### config.mk
export PLATFORM = sky130hd
export DESIGN_NAME = mole_game_engine
export DESIGN_NICKNAME = d
export VERILOG_FILES = /design/src/rtl/mole_pkg.sv /design/src/rtl/mole_game_engine_channel.sv /design/src/rtl/mole_game_engine.sv
export SDC_FILE = /design/constraint.sdc
export NUM_CORES = 1
export LEC_CHECK = 0
export ABC_AREA = 1
export BUFFER_PORTS_ARGS = -buffer_cell sky130_fd_sc_hd__buf_2
export CAP_MARGIN = 20
export CORE_ASPECT_RATIO = 1.75
export CORE_MARGIN = 5
export CORE_UTILIZATION = 54
export DETAILED_ROUTE_END_ITERATION = 6
export HOLD_SLACK_MARGIN = 0.1
export PLACE_DENSITY = 0.84
export SLEW_MARGIN = 20
export SYNTH_ARGS = -nofsm -noshare
export SYNTH_HDL_FRONTEND = slang
export SYNTH_SLANG_ARGS = --single-unit
export TNS_END_PERCENT = 50
### constraint.sdc
create_clock -name clk -period 5.84 [get_ports clk]
set_clock_uncertainty 0.1 [all_clocks]
set_input_delay 1.168 -clock clk [delete_from_list [all_inputs] [get_ports clk]]
set_output_delay 1.168 -clock clk [all_outputs]
set_load 0.01 [all_outputs]
### src/rtl/mole_pkg.sv
// Shared types and helpers for the mole reaction-game engine.
package mole_pkg;

  typedef enum logic {
    GAME_PLAY = 1'b0,
    GAME_END  = 1'b1
  } game_state_e;

  localparam logic ST_PLAY = GAME_PLAY;
  localparam logic ST_END  = GAME_END;

  localparam int MISS_W = 16;

  // Adds a + b and clamps the result to max_val; operands are zero-extended.
  function automatic logic [31:0] sat_add(input logic [31:0] a,
                                          input logic [31:0] b,
                                          input logic [31:0] max_val);
    logic [32:0] sum;
    sum = {1'b0, a} + {1'b0, b};
    if (sum > {1'b0, max_val}) begin
      return max_val;
    end
    return sum[31:0];
  endfunction

endpackage

### src/rtl/mole_game_engine_channel.sv
// One target channel: button synchroniser, press detector and LIT/DARK phase timer.
module mole_channel
  import mole_pkg::*;
#(
  parameter int CNT_W = 26
) (
  input  logic             clk,
  input  logic             reset,
  input  logic             btn_n,
  input  logic             run,
  input  logic             clear,
  input  logic [CNT_W-1:0] on_period,
  input  logic [CNT_W-1:0] off_period,
  output logic             led,
  output logic             hit,
  output logic             miss
);

  localparam logic [CNT_W-1:0] CNT_ONE = CNT_W'(1);

  logic             sync1_q;
  logic             sync2_q;
  logic             prev_q;
  logic             press;
  logic             lit_q;
  logic [CNT_W-1:0] cnt_q;
  logic [CNT_W-1:0] on_last;
  logic [CNT_W-1:0] off_last;
  logic             lit_done;
  logic             dark_done;

  always_ff @(posedge clk) begin
    if (reset) begin
      sync1_q <= 1'b1;
      sync2_q <= 1'b1;
      prev_q  <= 1'b1;
    end else begin
      sync1_q <= btn_n;
      sync2_q <= sync1_q;
      prev_q  <= sync2_q;
    end
  end

  assign press = prev_q & ~sync2_q;

  // A zero period behaves as one cycle; >= keeps a live period shrink from running cnt past the limit.
  assign on_last   = (on_period == '0) ? '0 : on_period - CNT_ONE;
  assign off_last  = (off_period == '0) ? '0 : off_period - CNT_ONE;
  assign lit_done  = (cnt_q >= on_last);
  assign dark_done = (cnt_q >= off_last);

  // A press on the expiry cycle wins: it is a hit, not a miss.
  assign hit  = run & lit_q & press;
  assign miss = run & lit_q & ~press & lit_done;

  always_ff @(posedge clk) begin
    if (reset || clear) begin
      lit_q <= 1'b1;
      cnt_q <= '0;
    end else if (!run) begin
      lit_q <= 1'b0;
      cnt_q <= '0;
    end else if (lit_q) begin
      if (hit || miss) begin
        lit_q <= 1'b0;
        cnt_q <= '0;
      end else begin
        cnt_q <= cnt_q + CNT_ONE;
      end
    end else if (dark_done) begin
      lit_q <= 1'b1;
      cnt_q <= '0;
    end else begin
      cnt_q <= cnt_q + CNT_ONE;
    end
  end

  assign led = lit_q & run;

endmodule

### src/rtl/mole_game_engine.sv
// N-channel reaction-game engine: target timing, hit scoring, miss counting and PLAY/END control.
module mole_game_engine
  import mole_pkg::*;
#(
  parameter int N_CH        = 4,
  parameter int CNT_W       = 26,
  parameter int INC_W       = 8,
  parameter int SCORE_W     = 32,
  parameter int WIN_SCORE   = 12,
  parameter int LOCKOUT_CYC = 1000
) (
  input  logic                  clk,
  input  logic                  reset,
  input  logic [N_CH-1:0]       btn_n,
  input  logic                  restart_n,
  input  logic [N_CH*CNT_W-1:0] on_period,
  input  logic [N_CH*CNT_W-1:0] off_period,
  input  logic [SCORE_W-1:0]    score_total,
  input  logic                  score_inc_ready,
  output logic                  score_inc_valid,
  output logic [INC_W-1:0]      score_inc,
  output logic [N_CH-1:0]       led,
  output logic                  end_led,
  output logic [15:0]           miss_count,
  output logic                  game_clear,
  output logic                  state
);

  localparam int HIT_W  = $clog2(N_CH + 1);
  localparam int LOCK_W = $clog2(LOCKOUT_CYC + 2);

  localparam logic [31:0]        ACC_MAX  = (INC_W >= 32) ? 32'hFFFF_FFFF : ((32'd1 << INC_W) - 32'd1);
  localparam logic [31:0]        MISS_MAX = (32'd1 << MISS_W) - 32'd1;
  localparam logic [SCORE_W-1:0] WIN_VAL  = SCORE_W'(WIN_SCORE);
  localparam logic [LOCK_W-1:0]  LOCK_MAX = LOCK_W'(LOCKOUT_CYC);

  logic              state_q;
  logic [LOCK_W-1:0] lockout_q;
  logic [INC_W-1:0]  acc_q;
  logic [INC_W-1:0]  acc_base;
  logic [INC_W-1:0]  acc_next;
  logic [MISS_W-1:0] miss_q;
  logic [MISS_W-1:0] miss_next;
  logic              game_clear_q;

  logic              rst_sync1_q;
  logic              rst_sync2_q;
  logic              rst_prev_q;
  logic              restart_press;
  logic              restart_go;
  logic              win;
  logic              run;

  logic [N_CH-1:0]   hit_vec;
  logic [N_CH-1:0]   miss_vec;
  logic [HIT_W-1:0]  hit_cnt;
  logic [HIT_W-1:0]  miss_cnt;

  assign run = (state_q == ST_PLAY);

  for (genvar i = 0; i < N_CH; i++) begin : g_ch
    mole_channel #(
      .CNT_W(CNT_W)
    ) u_channel (
      .clk       (clk),
      .reset     (reset),
      .btn_n     (btn_n[i]),
      .run       (run),
      .clear     (restart_go),
      .on_period (on_period[i*CNT_W +: CNT_W]),
      .off_period(off_period[i*CNT_W +: CNT_W]),
      .led       (led[i]),
      .hit       (hit_vec[i]),
      .miss      (miss_vec[i])
    );
  end

  always_comb begin
    hit_cnt  = '0;
    miss_cnt = '0;
    for (int i = 0; i < N_CH; i++) begin
      hit_cnt  = hit_cnt + HIT_W'(hit_vec[i]);
      miss_cnt = miss_cnt + HIT_W'(miss_vec[i]);
    end
  end

  always_ff @(posedge clk) begin
    if (reset) begin
      rst_sync1_q <= 1'b1;
      rst_sync2_q <= 1'b1;
      rst_prev_q  <= 1'b1;
    end else begin
      rst_sync1_q <= restart_n;
      rst_sync2_q <= rst_sync1_q;
      rst_prev_q  <= rst_sync2_q;
    end
  end

  assign restart_press = rst_prev_q & ~rst_sync2_q;
  assign restart_go    = (state_q == ST_END) && restart_press && (lockout_q >= LOCK_MAX);
  assign win           = (state_q == ST_PLAY) && (score_total >= WIN_VAL);

  always_ff @(posedge clk) begin
    if (reset) begin
      state_q <= ST_PLAY;
    end else begin
      case (state_q)
        ST_PLAY: if (win)        state_q <= ST_END;
        ST_END:  if (restart_go) state_q <= ST_PLAY;
        default:                 state_q <= ST_PLAY;
      endcase
    end
  end

  always_ff @(posedge clk) begin
    if (reset || win) begin
      lockout_q <= '0;
    end else if ((state_q == ST_END) && (lockout_q < LOCK_MAX)) begin
      lockout_q <= lockout_q + LOCK_W'(1);
    end
  end

  // Score handshake: an increment transfers on a rising edge where score_inc_valid and
  // score_inc_ready are both high; the value shown in that cycle is consumed, and hits
  // arriving in the same cycle seed the next pending value. Valid never waits for ready.
  always_comb begin
    acc_base  = (score_inc_valid && score_inc_ready) ? '0 : acc_q;
    acc_next  = INC_W'(sat_add(32'(acc_base), 32'(hit_cnt), ACC_MAX));
    miss_next = MISS_W'(sat_add(32'(miss_q), 32'(miss_cnt), MISS_MAX));
  end

  always_ff @(posedge clk) begin
    if (reset || win || !run) begin
      acc_q <= '0;
    end else begin
      acc_q <= acc_next;
    end
  end

  always_ff @(posedge clk) begin
    if (reset || restart_go) begin
      miss_q <= '0;
    end else begin
      miss_q <= miss_next;
    end
  end

  always_ff @(posedge clk) begin
    if (reset) begin
      game_clear_q <= 1'b0;
    end else begin
      game_clear_q <= restart_go;
    end
  end

  assign score_inc_valid = (acc_q != '0);
  assign score_inc       = acc_q;
  assign end_led         = (state_q == ST_END);
  assign miss_count      = miss_q;
  assign game_clear      = game_clear_q;
  assign state           = state_q;

endmodule

==> flow_metrics.env, run 1 <==
export IMPL_numCtsBuffers=17
export IMPL_drt_iter0_drc=1054
export IMPL_dr_pass1_iters=6
export IMPL_die_x_um=152
export IMPL_synthTopCellsByArea="dfxtp_1 (17%), ha_1 (15%), nand2_1 (14%)"
export IMPL_wl_per_cell_um=14.9
export IMPL_yosys_area_top_type="dfxtp_1"
export IMPL_maxSlewViolCount=0
export IMPL_switching_share_pct=29.2
export IMPL_hold_path_endpoint="g_ch[0].u_channel.sync2_q$_SDFF_PP1_"
export IMPL_reg2reg_slack_ns=1.54
export IMPL_worst_hold_slack_ns=0.310
export IMPL_holdBufCountCts=0
export IMPL_nFillCells=3249
export IMPL_drt_total_wl_mm=59.5
export IMPL_dp_cells=3957
export IMPL_synthTopCellsByCount="nand2_1 (739), nor2_1 (520), inv_1 (343), ha_1 (225), nand3_1 (208)"
export IMPL_fin_area_sq_um=22900
export IMPL_dieHeight_um=259
export IMPL_grt_antenna_before_repair=0
export IMPL_fin_ws_ns=0.0874
export IMPL_row_count=91
export IMPL_syn_to_final_growth_pct=19.6
export IMPL_rr_worst_depth=22
export IMPL_r2r_start="g_ch[2].u_channel.cnt_q[17]$_SDFF_PP0_"
export IMPL_synthCells=3122
export IMPL_grt_pass1_vias=21100
export IMPL_ant_nets=0
export IMPL_port_buffers=277
export IMPL_use_met2_pct=57.5
export IMPL_dpl_cell_area_sq_um=21900
export IMPL_max_cap_violations=0
export IMPL_ys_ff_latch=159
export IMPL_drcViolationCount=0
export IMPL_p_comb_share_pct=21.3
export IMPL_min_path_cells=1
export IMPL_ir_drop_uv=191
export IMPL_vias_per_cell=5.53
export IMPL_critPathSlowestCell="fa_1"
export IMPL_period_share_pct=98.5
export IMPL_power_density_nw_per_um2=132
export IMPL_synth_cell_types=56
export IMPL_worstPathArrival_ns=6.02
export IMPL_fp_dieArea_sq_um=39500
export IMPL_grt_overflow=0
export IMPL_outcome="complete, no violations"
export IMPL_synth_edf_count=0
export IMPL_crit_fanout=8
export IMPL_hold_start="g_ch[0].u_channel.sync1_q$_SDFF_PP1_"
export IMPL_synth_most_common_cell="nand2_1"
export IMPL_finalPower_mw=3.02
export IMPL_io_pins=280
export IMPL_grtUsageTotal_pct=28.7
export IMPL_grt_first_pass_wirelength_mm=95.1
export IMPL_hold_violations=0
export IMPL_root_buffer="clkbuf_16"
export IMPL_critPathKind="input port to register"
export IMPL_async_flop_share_pct=0
export IMPL_yosys_warnings=0
export IMPL_cp_start_kind="input port"
export IMPL_clock_latency_ns=0.45
export IMPL_p_sw_uw=881
export IMPL_dp_slack_ns=-0.564
export IMPL_place_congestion=0.970
export IMPL_syn_num_nets=3601
export IMPL_cpMostUsedCell="nand2_1"
export IMPL_slowest_delay_ns=0.50
export IMPL_ys_flop_type="dfxtp_1"
export IMPL_final_nets=4003
export IMPL_reg2reg_to="miss_count[8]$_SDFF_PP0_"
export IMPL_vias=22100
export IMPL_clkPwrFrac_pct=41.7
export IMPL_fin_util_pct=65.2
export IMPL_worstSetupEndpointType="register"
export IMPL_grt_busiest_layer="met2"
export IMPL_fin_cells=4002
export IMPL_critPathRequiredTime_ns=6.11
export IMPL_total_leakage_power_nw=11.5
export IMPL_drive_gt1_share_pct=19.0
export IMPL_clk_path_buf_depth=2
export IMPL_rsz0062_at_grt="yes"
export IMPL_dp_hpwl_mm=48.1
export IMPL_cts_sinks=159
export IMPL_post_route_min_period_ns=5.75
export IMPL_clkTransAtPathRegs_ns=0.06
export IMPL_setup_viol=0
export IMPL_max_freq_mhz=174
export IMPL_use_met3_pct=3.97
export IMPL_fin_tns_setup_ns=0
export IMPL_grt_max_degree=43
export IMPL_cts_max_level=4
export IMPL_tightest_slew_ns=0.855
export IMPL_synth_area_sq_um=19200
export IMPL_intPower_mw=2.13
export IMPL_core_area_sq_um=35200
export IMPL_syn_avg_cell_area_sq_um=6.14
export IMPL_met1_usage_pct=26.8
export IMPL_cts_tree="built"
export IMPL_holdCritPathClass="register to register"
export IMPL_start_util_pct=54.5
export IMPL_netlist_area_leader_share_pct=16.6
export IMPL_antenna_cells=0
export IMPL_slew_headroom_pct=42.9
export IMPL_synth_seq_area_share_pct=16.6
export IMPL_pwr_share_seq_pct=37.0
per-layer routing:
| layer | vias to the layer above | wire length (um) |
|---|---|---|
| met5 | - | 0 |
| met3 | 314 | 2680 |
| met2 | 769 | 32000 |
| met4 | 0 | 4340 |
| met1 | 9941 | 20400 |
| li1 | 11100 | - |
worst max-delay path by stage:
stage / start / slack [ns] / end / depth (start not counted)
2_1_floorplan: on_period[53] / 0.15 / miss_count[3]$_SDFF_PP0_ / 36
3_3_place_gp: on_period[53] / -0.45 / miss_count[1]$_SDFF_PP0_ / 32
3_5_place_dp: on_period[53] / -0.56 / miss_count[1]$_SDFF_PP0_ / 32
4_1_cts: on_period[53] / 0.04 / miss_count[0]$_SDFF_PP0_ / 33
5_1_grt: on_period[52] / -0.21 / miss_count[8]$_SDFF_PP0_ / 37
6_report: on_period[52] / 0.09 / miss_count[8]$_SDFF_PP0_ / 37
registers in the layout, indices dropped and copies added (netlist names), 4 cells and up:
| register | flops |
|---|---|
| g_ch.u_channel.cnt_q | 104 |
| g_ch.u_channel.lit_q | 4 |
| g_ch.u_channel.prev_q | 4 |
| g_ch.u_channel.sync1_q | 4 |
| g_ch.u_channel.sync2_q | 4 |
| lockout_q | 10 |
| miss_count | 16 |
| score_inc | 8 |
cell type report:
type	count	area, sq um	share of cell area, %
Multi-Input combinational cell	2561	14600	63.6
Timing Repair inverter	1	7.51	0.0327
Sequential cell	159	3180	13.9
Clock buffer	22	494	2.16
Inverter	361	1370	5.95
Clock inverter	10	171	0.748
Timing Repair Buffer	423	2540	11.1
Tap cell	465	582	2.54
critical path, delay by kind of cell:
kind | cells | cell delay [ns]
and+or+nand+nor | 22 | 2.27
adders and majority gates | 5 | 1.44
buffers and inverters | 8 | 0.83
AOI/OAI and AO/OA | 2 | 0.29
power by group through the flow:
| stage | combinational (mW) | clock (mW) | sequential [mW] |
|---|---|---|---|
| finish | 0.642 | 1.26 | 1.12 |
| global route | 0.722 | 1.32 | 1.12 |
| CTS | 0.629 | 1.27 | 1.12 |
| detailed placement | 0.625 | 0 | 1.14 |
| global placement | 0.614 | 0 | 1.14 |
| floorplan | 0.350 | 0 | 1.13 |
repair_timing:
action | in CTS | in global routing
setup endpoints to repair | 13 | 16
pin swaps | 1 | 17
cloned | 0 | 2
setup buffers | 1 | 10
gates resized for setup | 4 | 54
layout by cell type, fill, tap and decap left out, drive strengths merged, types with 67 or more instances in the layout:
master | netlist | layout
o21ai | 109 | 109
nor2 | 566 | 566
a21oi | 171 | 171
buf | 31 | 422
ha | 225 | 225
dfxtp | 159 | 159
nand3 | 217 | 217
nand2 | 751 | 751
nand4 | 96 | 96
or2 | 67 | 67
xor2 | 80 | 80
inv | 360 | 363
nor3 | 108 | 108
kinds of logic (layout without fill, tap and decap cells):
logic type | Yosys count | after routing | synth area share, %
compound gates | 341 | 341 | 9.88
xor+xnor | 117 | 117 | 5.35
fa+ha+maj | 231 | 231 | 15.3
buf+inv | 402 | 817 | 8.30
flops | 159 | 159 | 16.6
mux | 2 | 2 | 0.104
simple gates | 1870 | 1870 | 44.4
Power figures use the tool's default switching activity.
==> run 2: changes to the inputs <==
Settings changed: CORE_ASPECT_RATIO 1.75 to 1.4, CORE_UTILIZATION 54 to 55, PLACE_DENSITY 0.84 to 0.82.
Clock period 5.84 ns to 7.05 ns, I/O delays scaled along.
==> flow_metrics.env, run 2 (same netlist as run 1, synthesis figures left out) <==
export IMPL_outcome="complete, no violations"
export IMPL_reg2reg_to="miss_count[9]$_SDFF_PP0_"
export IMPL_drive_gt1_share_pct=14.6
export IMPL_crit_buf_inv=9
export IMPL_fin_cells=3850
export IMPL_dr_pass1_iters=5
export IMPL_min_path_cells=1
export IMPL_p_sw_uw=721
export IMPL_clock_latency_ns=0.44
export IMPL_rsz0062_at_grt="no"
export IMPL_port_buffers=277
export IMPL_fin_area_sq_um=21500
export IMPL_vias_per_cell=5.46
export IMPL_cp_start_kind="input port"
export IMPL_start_util_pct=55.3
export IMPL_place_congestion=0.939
export IMPL_ant_nets=0
export IMPL_grtUsageTotal_pct=27.1
export IMPL_total_leakage_power_nw=10.7
export IMPL_hold_violations=0
export IMPL_slew_headroom_pct=40.0
export IMPL_period_share_pct=89.2
export IMPL_maxSlewViolCount=0
export IMPL_antenna_cells=0
export IMPL_post_route_min_period_ns=6.29
export IMPL_vias=21000
export IMPL_fin_tns_setup_ns=0
export IMPL_grt_max_degree=43
export IMPL_worst_hold_slack_ns=0.308
export IMPL_row_count=81
export IMPL_tightest_slew_ns=0.898
export IMPL_wl_per_cell_um=14.0
export IMPL_drt_total_wl_mm=54.0
export IMPL_root_buffer="clkbuf_16"
export IMPL_max_cap_violations=0
export IMPL_ir_drop_uv=177
export IMPL_grt_pass1_vias=19600
export IMPL_cpMostUsedCell="nand2_1"
export IMPL_met1_usage_pct=28.9
export IMPL_grt_antenna_before_repair=0
export IMPL_holdCritPathClass="register to register"
export IMPL_dp_slack_ns=0.305
export IMPL_reg2reg_slack_ns=2.69
export IMPL_setup_viol=0
export IMPL_max_freq_mhz=159
export IMPL_post_cts_setup_buffers=0
export IMPL_clk_path_buf_depth=2
export IMPL_drt_iter0_drc=1107
export IMPL_hold_path_endpoint="g_ch[2].u_channel.sync2_q$_SDFF_PP1_"
export IMPL_intPower_mw=1.64
export IMPL_fin_ws_ns=0.761
export IMPL_largest_reg_flops=104
export IMPL_numCtsBuffers=17
export IMPL_use_met2_pct=52.4
export IMPL_holdBufCountCts=0
export IMPL_grt_first_pass_wirelength_mm=88.6
export IMPL_worstSetupEndpointType="register"
export IMPL_io_pins=280
export IMPL_use_met3_pct=3.39
export IMPL_drcViolationCount=0
export IMPL_dp_cells=3817
export IMPL_fin_util_pct=62.2
export IMPL_critPathRequiredTime_ns=7.34
export IMPL_r2r_start="g_ch[2].u_channel.cnt_q[17]$_SDFF_PP0_"
export IMPL_layout_commonest_cell="nand2_1"
export IMPL_clkPwrFrac_pct=40.4
export IMPL_clkTransAtPathRegs_ns=0.07
export IMPL_top_register="g_ch.u_channel.cnt_q"
export IMPL_rr_worst_depth=23
export IMPL_final_nets=3860
export IMPL_power_density_nw_per_um2=110
export IMPL_slowest_delay_ns=0.51
export IMPL_cts_max_level=4
export IMPL_path_delay_family="simple AND/OR/NAND/NOR gates"
export IMPL_cts_sinks=159
export IMPL_cts_tree="built"
export IMPL_finalPower_mw=2.36
export IMPL_hold_start="g_ch[2].u_channel.sync1_q$_SDFF_PP1_"
export IMPL_cts_resized=0
export IMPL_switching_share_pct=30.5
export IMPL_crit_fanout=16
export IMPL_dieHeight_um=231
export IMPL_pwr_share_seq_pct=39.1
export IMPL_p_comb_share_pct=20.5
export IMPL_fp_dieArea_sq_um=38700
export IMPL_worstPathArrival_ns=6.58
export IMPL_dp_hpwl_mm=43.9
export IMPL_dpl_cell_area_sq_um=20900
export IMPL_syn_to_final_growth_pct=12.4
export IMPL_grt_overflow=0
export IMPL_critPathKind="input port to register"
export IMPL_critPathSlowestCell="fa_1"
export IMPL_die_x_um=168
export IMPL_final_cell_mix="nand2_1 (739), nor2_1 (519), inv_1 (343)"
export IMPL_core_area_sq_um=34700
export IMPL_grt_busiest_layer="met2"
-- run 2: final cells by class --
cell class,instances,area [sq um]
fillers,3525,13100
well taps,456,571
clock inverters,13,150
multi-input cells,2561,14400
flip-flops and latches,159,3180
repair buffers,281,1440
clock buffers,19,453
inverters,361,1360
-- run 2: how the worst max path moves through the flow --
stage / from / endpoint / slack (ns) / cells past startpoint
after floorplan: on_period[53] / miss_count[3]$_SDFF_PP0_ / 1.12 / 36
after global placement: on_period[52] / miss_count[9]$_SDFF_PP0_ / 0.37 / 37
after detailed placement: on_period[53] / miss_count[9]$_SDFF_PP0_ / 0.30 / 39
after CTS: on_period[53] / miss_count[9]$_SDFF_PP0_ / 0.75 / 39
after global routing: on_period[53] / miss_count[9]$_SDFF_PP0_ / 0.15 / 39
final: on_period[53] / miss_count[9]$_SDFF_PP0_ / 0.76 / 39
-- run 2: per-layer routing --
| layer | up-vias | share of wire (%) |
|---|---|---|
| met5 | - | 0 |
| met4 | 0 | 4.3 |
| met3 | 171 | 5.3 |
| met2 | 595 | 52 |
| met1 | 9414 | 39 |
| li1 | 10800 | - |
-- run 2: power groups by stage --
| stage | registers, mW | logic (mW) | clock network [mW] |
|---|---|---|---|
| final | 0.924 | 0.483 | 0.954 |
| after global routing | 0.925 | 0.551 | 1.01 |
| after CTS | 0.924 | 0.480 | 0.968 |
| after detailed placement | 0.945 | 0.477 | 0 |
| after global placement | 0.945 | 0.469 | 0 |
| after floorplan | 0.938 | 0.290 | 0 |
